File: src/rtl/serial_subtractor.sv
// Bit-serial two's-complement subtractor: diff = a - b - bin, one bit per clock, LSB first.
// Start/busy/done handshake; results are held between completions.
module serial_subtractor #(
    parameter int unsigned WIDTH = 8
) (
    input  logic             clk,
    input  logic             rst_n,
    input  logic             start,
    input  logic [WIDTH-1:0] a,
    input  logic [WIDTH-1:0] b,
    input  logic             bin,
    output logic             busy,
    output logic             done,
    output logic [WIDTH-1:0] diff,
    output logic             bout,
    output logic             ovf
);

    localparam int unsigned   CW   = $clog2(WIDTH + 1);
    localparam logic [CW-1:0] LAST = CW'(WIDTH - 1);

    typedef enum logic [1:0] {IDLE, RUN, DONE} state_t;

    state_t           state, state_nx;
    logic [WIDTH-1:0] sa, sb, sr, sr_nx;
    logic [CW-1:0]    cnt;
    logic             br, br_nx, d;
    logic             a_msb, b_msb;
    logic             accept, last;

    always_ff @(posedge clk) begin
        if (!rst_n) state <= IDLE;
        else        state <= state_nx;
    end

    always_comb begin
        state_nx = state;
        case (state)
            IDLE:    if (start) state_nx = RUN;
            RUN:     if (last)  state_nx = DONE;
            DONE:    state_nx = start ? RUN : IDLE;
            default: state_nx = IDLE;
        endcase
    end

    always_comb begin
        busy = (state == RUN);
        done = (state == DONE);
    end

    // Single full-subtractor cell; the result enters from the MSB side so
    // after WIDTH shifts bit 0 of the operands has landed in sr[0].
    always_comb begin
        accept = start && (state != RUN);
        last   = (cnt == LAST);
        d      = sa[0] ^ sb[0] ^ br;
        br_nx  = (~sa[0] & sb[0]) | (~(sa[0] ^ sb[0]) & br);
        sr_nx  = sr >> 1;
        sr_nx[WIDTH-1] = d;
    end

    always_ff @(posedge clk) begin
        if (!rst_n) begin
            sa    <= '0;
            sb    <= '0;
            sr    <= '0;
            br    <= 1'b0;
            cnt   <= '0;
            a_msb <= 1'b0;
            b_msb <= 1'b0;
            diff  <= '0;
            bout  <= 1'b0;
            ovf   <= 1'b0;
        end else if (accept) begin
            sa    <= a;
            sb    <= b;
            sr    <= '0;
            br    <= bin;
            cnt   <= '0;
            a_msb <= a[WIDTH-1];
            b_msb <= b[WIDTH-1];
        end else if (state == RUN) begin
            sa  <= sa >> 1;
            sb  <= sb >> 1;
            sr  <= sr_nx;
            br  <= br_nx;
            cnt <= cnt + CW'(1);
            // On the last bit, d is the result MSB and br_nx the final borrow.
            if (last) begin
                diff <= sr_nx;
                bout <= br_nx;
                ovf  <= (a_msb != b_msb) && (d != a_msb);
            end
        end
    end

endmodule

File: config.mk
export PLATFORM = sky130hd
export DESIGN_NAME = serial_subtractor
export DESIGN_NICKNAME = d
export VERILOG_FILES = /design/src/rtl/serial_subtractor.sv
export SDC_FILE = /design/constraint.sdc
export NUM_CORES = 1
export LEC_CHECK = 0
export ABC_AREA = 1
export BUFFER_PORTS_ARGS = -buffer_cell sky130_fd_sc_hd__buf_2
export CAP_MARGIN = 20
export CORE_MARGIN = 2
export CORE_UTILIZATION = 55
export CTS_CLUSTER_SIZE = 16
export DETAILED_ROUTE_END_ITERATION = 16
export PLACE_DENSITY_LB_ADDON = 0.15
export SLEW_MARGIN = 40
export SYNTH_ARGS = -nofsm -noshare
export SYNTH_HDL_FRONTEND = slang
export SYNTH_SLANG_ARGS = --single-unit
File: constraint.sdc
create_clock -name clk -period 1.65 [get_ports clk]
set_input_delay 0.33 -clock clk [delete_from_list [all_inputs] [get_ports clk]]
set_output_delay 0.33 -clock clk [all_outputs]
set_load 0.02 [all_outputs]
* Word-level counts from Yosys, hierarchy flattened
Index checks and enable logic that the tools add are counted.
** Operators by class
- Add/sub/neg operators :: 1
- Eq/ne operators :: 8
- Mux-type cells :: 10
- Bitwise logic cells :: 9
- Reduce and logical (&&, ||, !) cells :: 7
** Operators by type and width (count)
- two-way mux 8 bit :: 4
- case mux 2 bit (3 select lines) :: 1
- adder 4 x 1 -> 4 bit, second input constant :: 1
- equality test 4 x 3 -> 1 bit, second input constant :: 1
- two-way mux 2 bit :: 2
- != test 2 x 1 -> 1 bit, second input constant :: 2
- inverter 1 bit :: 4
- two-way mux 1 bit :: 3
- AND reduction 3 bit :: 1
- AND 1 bit :: 2
- equality test 2 x 1 -> 1 bit, second input constant :: 1
- equality test 2 bit, second input constant :: 1
- logical AND 1 bit :: 2
- logical NOT 2 bit :: 1
- != test 1 bit :: 2
- != test 2 bit, second input constant :: 1
- AND reduction 2 bit :: 1
- nonzero test 2 bit :: 1
- OR reduction 2 bit :: 1
- XOR 1 bit :: 2
- OR 1 bit :: 1
** Storage, ports and cells
- Register bits :: 43
- Input bits :: 20
- Output and inout port bits :: 12

* Logic depth before layout (Yosys ltp)
Gate-level depths: netlist (run 1).
- Word-level depth :: 6
- Mapped depth :: 7

* Worst setup path after synthesis (run 1)
OpenSTA, ideal clock, no wires.
- Path kind :: register to register
- Start :: register sb[0]
- End :: register ovf
- Arrival time :: 1.139 ns
- Path slack :: 0.399 ns
- Cell stages (with the launch flop) :: 7
- Path through :: dfxtp_1 > inv_1 > fa_1 > nand3_1 > o21ai_0 > nor2_2 > nor2_1
** On the way
- Cells in the longest elaborated chain, start to end :: 4
** RTL lines
- start: declaration :: RTL line 25 : logic [WIDTH-1:0] sa, sb, sr, sr_nx;
- start signal: assignment :: RTL line 84 : sb <= sb >> 1;
- XOR 1 bit (2 in series) :: RTL line 56 : d = sa[0] ^ sb[0] ^ br;
- net d :: RTL line 27 : logic br, br_nx, d;
- != test 1 bit :: RTL line 92 : ovf <= (a_msb != b_msb) && (d != a_msb);
- logical AND 1 bit :: RTL line 92
- end signal: assignment :: RTL line 92
- end: declaration :: RTL line 16 : output logic ovf
The timed path passes the listed nets, and every way through them passes these cells.
A chain may end at the register's enable or synchronous reset.

* Final worst setup path (run 1)
- Start :: register state[0]
- End :: output port busy
** On the way
- Cells in the longest elaborated chain, start to end :: 1
** RTL lines
- start: declaration :: RTL line 24 : state_t state, state_nx;
- start signal: assignment :: RTL line 33 : else state <= state_nx;
- equality test 2 x 1 -> 1 bit :: RTL line 47 : busy = (state == RUN);
- end: declaration :: RTL line 12 : output logic busy,
Every way passes these cells.

==> results of run 1 <==
[metal layers]
metal / wire length [um] / vias to the layer above / GRT usage, %
met1: 1810 / 725 / 29.2
met4: 51 / 0 / 7.29
met3: 202 / 4 / 6.21
li1: - / 876 / -
met5: 0 / - / 0
met2: 1670 / 32 / 32.9
[cell usage in the layout, fill, tap and decap left out, drive strengths merged, types with 2 or more instances in the layout]
cell type and n:
a21oi 11, buf 41, clkbuf 5, clkinv 2, dfxtp 42, inv 26
nand2 77, nand3 61, nor2 13, o21ai 5
[state kept, by name, summed over array words and instances (netlist names)]
| signal | flops |
|---|---|
| ovf | 1 |
| sa | 8 |
| cnt | 4 |
| b_msb | 1 |
| bout | 1 |
| br | 1 |
| sr | 7 |
| state | 2 |
| sb | 8 |
| diff | 8 |
| a_msb | 1 |
[report_power, final]
part / internal [uW] / total [uW] / switching, uW / leakage [uW]
clock network: 314 / 638 / 324 / 0.0000450
registers: 1050 / 1070 / 20.8 / 0.000342
logic: 97.2 / 243 / 146 / 0.000708
total: 1460 / 1950 / 491 / 0.00109
[logic make-up after synthesis]
| family | after synthesis | synth area share, % |
|---|---|---|
| xor gates and xnor gates | 1 | 0.472 |
| AOI/OAI and AO/OA | 16 | 4.32 |
| DFF | 42 | 45.3 |
| buffers and inverters | 41 | 10.9 |
| and+or+nand+nor | 151 | 37.2 |
| adders and majority gates | 2 | 1.75 |
[critical path, cell delays in order (launching register included)]
cell and delay [ns]:
dfxtp_1 0.40, inv_2 0.08, nor2_8 0.19, buf_2 0.20
[final cells by class]
class / instances / area [um2]
Clock buffer: 5 / 37.5
Clock inverter: 3 / 40.0
Fill cell: 300 / 1160
Inverter: 26 / 97.6
Multi-Input combinational cell: 170 / 812
Sequential cell: 42 / 841
Tap cell: 46 / 57.6
Timing Repair Buffer: 41 / 243
[through the flow]
stage | area (um2) | setup WS (ns) | utilization (%)
CTS | 2090 | 0.0606 | 63.7
floorplan | 1860 | 0.399 | -
global placement | 2010 | 0.225 | 61.3
detailed placement | 2010 | 0.159 | 61.3
global route | 2130 | 0.0324 | 64.8
finish | 2130 | 0.112 | 64.8
[worst min-delay path by stage]
stage	from	end	slack, ns	depth (start not counted)
2_1_floorplan	sr[2]	diff[1]	0.44	2
3_3_place_gp	diff[2]	diff[2]	0.46	2
3_5_place_dp	sr[5]	diff[4]	0.46	2
4_1_cts	b[7]	sb[7]	0.23	3
5_1_grt	b[7]	sb[7]	0.27	3
6_report	b[7]	sb[7]	0.25	3
[what timing repair did]
action                                 in CTS  in global routing
endpoints found under the hold margin       0                  0
setup endpoints to repair                   0                  1
setup buffers                               0                  5
hold buffers                                0                  0
==> reports/metrics.csv, run 1 <==
stage;metric;value;unit
place;Port Buf Inserts;31;
synthesis;Primary FF master, synth;dfxtp_1;
synthesis;Post-synth EDFFs;0;
finish;diode count;0;
synthesis;post-synthesis cell type count;19;
synthesis;count leader, synth;nand2_1;
setup_path;crit path DAT;1.21;ns
worst_hold_path;Hold Path Class;in2reg;
synthesis;top cell type's share of synthesized area;45.3;%
power;Max VDD drop;706;uV
setup_path;R2R Path Start;state[1];
global_route;first-pass GRT wire length;6.05;mm
clocking;clock buffer count from CTS;5;
synthesis;syn_nets;275;
floorplanning;I/O pins;32;
sta;Slew HR;48.8;%
sta;minimum clock period;1.54;ns
drt;WL final;3.74;mm
drt;vias;1637;
power;PwrDens;917;mW/mm2
place;Final HPWL DP;2.52;mm
setup_path;worst path required time;1.32;ns
clocking;CTS sink cnt;42;
clocking;CTS tree;yes;
synthesis;Commonest cells post-synth;nand2_1 (75), nand3_1 (61), dfxtp_1 (42);
clocking;Clock transition at path regs;0.12;ns
drt;# DRC;0;
floorplanning;die area;0.00385;mm2
synthesis;Post-synth ARST share;0;%
sta;clk_skew;0.0100;ns
sta;fmax;0.650;GHz
synthesis;Area contributors post-synth;dfxtp_1 (45%), nand3_1 (16%), nand2_1 (15%);
drt;DR WL/cell;11.2;um
synthesis;synthesized cell area;0.00186;mm2
global_route;Tot GR Track Use;21.5;%
sta;hold_ws;0.245;ns
synthesis;Synth Warn #;0;
setup_path;R2R depth;3;
power;total power;1950;uW
synthesis;Syn Area/Cell;7.33;um2
finish;Layout area overhead;14.7;%
sta;TNS Setup;0;ns
clocking;Root Driver;clkbuf_4;
setup_path;reg-to-reg setup timing slack;0.20;ns
drt;drt via density;4.92;
setup_path;crit path from;state[0];
setup_path;CP Max Fanout;12;
sta;Tightest Pin Transition;0.763;ns
clocking;clock latency on the worst-skew pair;0.35;ns
setup_path;r2r endpoint;a_msb;
drt;Initial DRC Count;131;
clocking;Resized Gates After CTS;0;
floorplanning;Core Box Area;0.00328;mm2
drt;Pre-Repair DR Iteration Count;4;
global_route;largest net degree at the start of global routing;31;
floorplanning;Site Rows;21;
floorplanning;starting density of the core;56.5;%
setup_path;CP endpoint;busy;
drt;post-route ant nets;0;
sta;RSZ-0062 raised after global routing;false;
run_status;run status;completed;
setup_path;Setup CP Type;reg2out;
clocking;CTS H-Tree Depth;2;
place;gpl congestion;0.794;
synthesis;Mapped Cells;253;
floorplanning;die height;62.1;um
synthesis;largest area contributor in the synthesized netlist;dfxtp_1;
sta;Hold Vio Cnt, Final;0;
global_route;number of global-route vias before repair;1352;
power;leak pwr;0.00109;uW
floorplanning;width of the die;62.1;um
global_route;GRT overflow;0;
finish;layout cell share with drive strength beyond 1;20.2;%
setup_path;Startpoint Class;flip-flop;
sta;Final Max Tran Viols;0;
synthesis;sequential share of the synthesized area;45.3;%
sta;final setup vio count;0;
sta;Final Cycle Share;93.2;%
finish;Layout Nets;308;
place;placed cells;320;
clocking;Clock Tree Buf Depth;2;
global_route;initial antenna violation count;0;
finish;post-route insts no fill;333;
run;number of max-cap violations;0;
setup_path;endpoint class of the critical path;primary output;
synthesis;Synth Register Bits;42;
No activity file was read; power rests on OpenSTA's default activity.
==> inputs of run 2 (changes only) <==
--- a/config.mk
+++ b/config.mk
@@ -5,11 +5,10 @@
 export SDC_FILE = /design/constraint.sdc
 export NUM_CORES = 1
 export LEC_CHECK = 0
-export ABC_AREA = 1
 export BUFFER_PORTS_ARGS = -buffer_cell sky130_fd_sc_hd__buf_2
 export CAP_MARGIN = 20
 export CORE_MARGIN = 2
-export CORE_UTILIZATION = 55
+export CORE_UTILIZATION = 49
 export CTS_CLUSTER_SIZE = 16
 export DETAILED_ROUTE_END_ITERATION = 16
 export PLACE_DENSITY_LB_ADDON = 0.15
==> constraint.sdc (replaced) <==
create_clock -name clk -period 1.3 [get_ports clk]
set_input_delay 0.26 -clock clk [delete_from_list [all_inputs] [get_ports clk]]
set_output_delay 0.26 -clock clk [all_outputs]
set_load 0.02 [all_outputs]
==> run 2 against run 1 <==
Against the previous run:
- the run now ends with setup timing left
- clock skew decreased by 0.0015 ns
- register-to-register slack got worse by 0.37 ns
- final cell count decreased by 14%
- core utilization increased by 2.8 points
- synthesized cell count decreased by 24%
- clock power increased by 4.7%
- critical path depth increased by 1
- critical path type is now reg2reg
- highest routed layer unchanged
==> reports/metrics.csv, run 2 <==
stage;metric;value;unit
run_status;run status;finished with violations;
run_status;failing checks;setup timing;
setup_path;Startpoint Class;flip-flop;
power;Switching Fraction;26.4;%
run;number of max-cap violations;0;
finish;Layout Nets;263;
power;switching pwr;662;uW
drt;drt via density;5.25;
global_route;initial antenna violation count;0;
setup_path;crit path DAT;1.72;ns
floorplanning;I/O pins;32;
finish;post-route insts no fill;288;
clocking;clock latency on the worst-skew pair;0.34;ns
place;gpl congestion;0.766;
finish;Top Registers;diff (8), sa (8), sb (8);
drt;Pre-Repair DR Iteration Count;4;
drt;Initial DRC Count;55;
synthesis;Synth Register Bits;42;
place;Port Buf Inserts;31;
floorplanning;width of the die;63.8;um
global_route;largest net degree at the start of global routing;18;
synthesis;syn_nets;214;
sta;clk_skew;0.00854;ns
finish;Layout area overhead;30.8;%
finish;commonest cells after routing, fill and taps aside;dfxtp_1 (35), nand2_1 (34), buf_2 (29);
finish;Filler cells;266;
global_route;GRT overflow;0;
power;Cell Int Power;1840;uW
worst_hold_path;Hold Path Class;in2reg;
finish;Register Area;850;um2
synthesis;Post-synth ARST share;0;%
drt;vias;1513;
floorplanning;starting density of the core;51.7;%
power;Max VDD drop;680;uV
sta;Final Max Tran Viols;0;
finish;most common cell after layout, fill and taps aside;dfxtp_1;
power;leak pwr;0.000966;uW
synthesis;count leader, synth;dfxtp_1;
finish;layout cell share with drive strength beyond 1;38.4;%
sta;minimum clock period;1.47;ns
synthesis;Primary FF master, synth;dfxtp_1;
setup_path;endpoint class of the critical path;flip-flop;
floorplanning;Core Box Area;0.00339;mm2
sta;Tightest Pin Transition;0.375;ns
floorplanning;die area;0.00407;mm2
setup_path;slowest CP cell;fa_2;
global_route;number of global-route vias before repair;1513;
clocking;CTS tree;yes;
global_route;first-pass GRT wire length;6.42;mm
floorplanning;die height;63.8;um
sta;Final Worst Setup Slack;-0.169;ns
setup_path;Setup CP Type;reg2reg;
setup_path;worst path required time;1.55;ns
sta;Slew HR;75.0;%
floorplanning;Site Rows;21;
setup_path;slowest stage delay, CP;0.60;ns
synthesis;sequential share of the synthesized area;48.0;%
finish;diode count;0;
power;part of the power in registers;55.4;%
finish;area of the multi-input gates;918;um2
setup_path;Cell Chain, Critical Path;fa_2, nand2b_4, o21ai_2, a31o_2;
clocking;CTS sink cnt;42;
sta;RSZ-0062 raised after global routing;true;
synthesis;synthesized cell area;0.00175;mm2
synthesis;Syn Area/Cell;9.12;um2
global_route;Tot GR Track Use;20.0;%
setup_path;delay-heaviest family, CP;adder cells;
clocking;Root Driver;clkbuf_4;
setup_path;Worst Path Buf+Inv;0;
setup_path;CP Max Fanout;3;
sta;fmax;0.681;GHz
power;combinational share of power;17.9;%
drt;post-route ant nets;0;
finish;post-layout util;67.6;%
synthesis;largest area contributor in the synthesized netlist;dfxtp_1;
synthesis;top cell type's share of synthesized area;48.0;%
sta;Final Cycle Share;113;%
power;power share of the clock group;26.7;%
synthesis;post-synthesis cell type count;31;
place;Final HPWL DP;2.63;mm
synthesis;Area contributors post-synth;dfxtp_1 (48%), mux2i_1 (13%), nand2_1 (7.7%);
clocking;Clock Tree Buf Depth;2;
sta;final setup vio count;4;
synthesis;Synth Warn #;0;
clocking;clock buffer count from CTS;5;
place;placed cells;273;
clocking;hold buffers post-CTS;0;
sta;TNS Setup;-0.307;ns
synthesis;Commonest cells post-synth;dfxtp_1 (42), nand2_1 (36), mux2i_1 (23);
synthesis;Post-synth EDFFs;0;
power;PwrDens;1090;mW/mm2
clocking;CTS H-Tree Depth;2;
drt;WL final;3.94;mm
clocking;Clock transition at path regs;0.12;ns
drt;# DRC;0;
sta;Hold Vio Cnt, Final;0;
synthesis;Mapped Cells;192;
drt;DR WL/cell;13.7;um
-- run 2: repair_timing --
| action | in CTS | in global routing |
|---|---|---|
| resized for setup | 16 | 23 |
| setup buffers | 5 | 2 |
| gates cloned | 1 | 0 |
| setup endpoints to repair | 13 | 25 |
| pin swaps | 3 | 4 |
-- run 2: stage by stage --
step	power, uW	area, um2	hold slack, ns	setup WS, ns
6_report	2510	2290	0.167	-0.169
3_3_place_gp	1740	2050	0.439	-0.0866
2_1_floorplan	1610	1750	0.407	-0.0859
3_5_place_dp	1760	2050	0.445	-0.106
5_1_grt	2640	2290	0.156	-0.200
4_1_cts	2460	2200	0.159	-0.110
-- run 2: final timing paths --
| check | start | endpoint | slack (ns) | cells after the start |
|---|---|---|---|---|
| max | sa[0] | ovf | -0.17 | 4 |
| max reg2reg | sa[0] | ovf | -0.17 | 4 |
| min reg2reg | sr[1] | sr[1] | 0.46 | 2 |
| min | b[7] | b_msb | 0.17 | 3 |
-- run 2: final cells by class --
class | count | area share, %
clock buffers | 7 | 2.40
clock inverters | 1 | 0.218
inverters | 5 | 0.928
multi-input cells | 133 | 40.1
flip-flops and latches | 42 | 37.1
well taps | 46 | 2.51
repair buffers | 54 | 16.8
-- run 2: cells by family (layout without fill, tap and decap cells) --
logic type	Yosys count	after routing	synth area share (%)
AOI/OAI and AO/OA	39	39	14.8
xor gates and xnor gates	2	2	1.00
adders and majority gates	2	2	1.86
buffers and inverters	18	67	5.14
DFF	42	42	48.0
muxes	23	23	13.1
and+or+nand+nor	66	67	16.1
-- run 2: layer usage --
metal | part of all wire [%] | GRT usage (%)
met2 | 54 | 36.3
met5 | 0 | 0
met1 | 41 | 21.6
met4 | 1.2 | 8.42
met3 | 4.2 | 5.63
-- run 2: worst min-delay path: cells and delay by family --
family          cells  cell delay (ns)
compound gates      1             0.05
buf+inv             1             0.11
simple gates        1             0.06
-- run 2: power groups by stage --
stage | combinational, uW | clock (uW) | sequential [uW]
6_report | 449 | 668 | 1390
5_1_grt | 490 | 755 | 1400
4_1_cts | 398 | 680 | 1380
3_5_place_dp | 349 | 0 | 1410
3_3_place_gp | 337 | 0 | 1400
2_1_floorplan | 213 | 0 | 1400
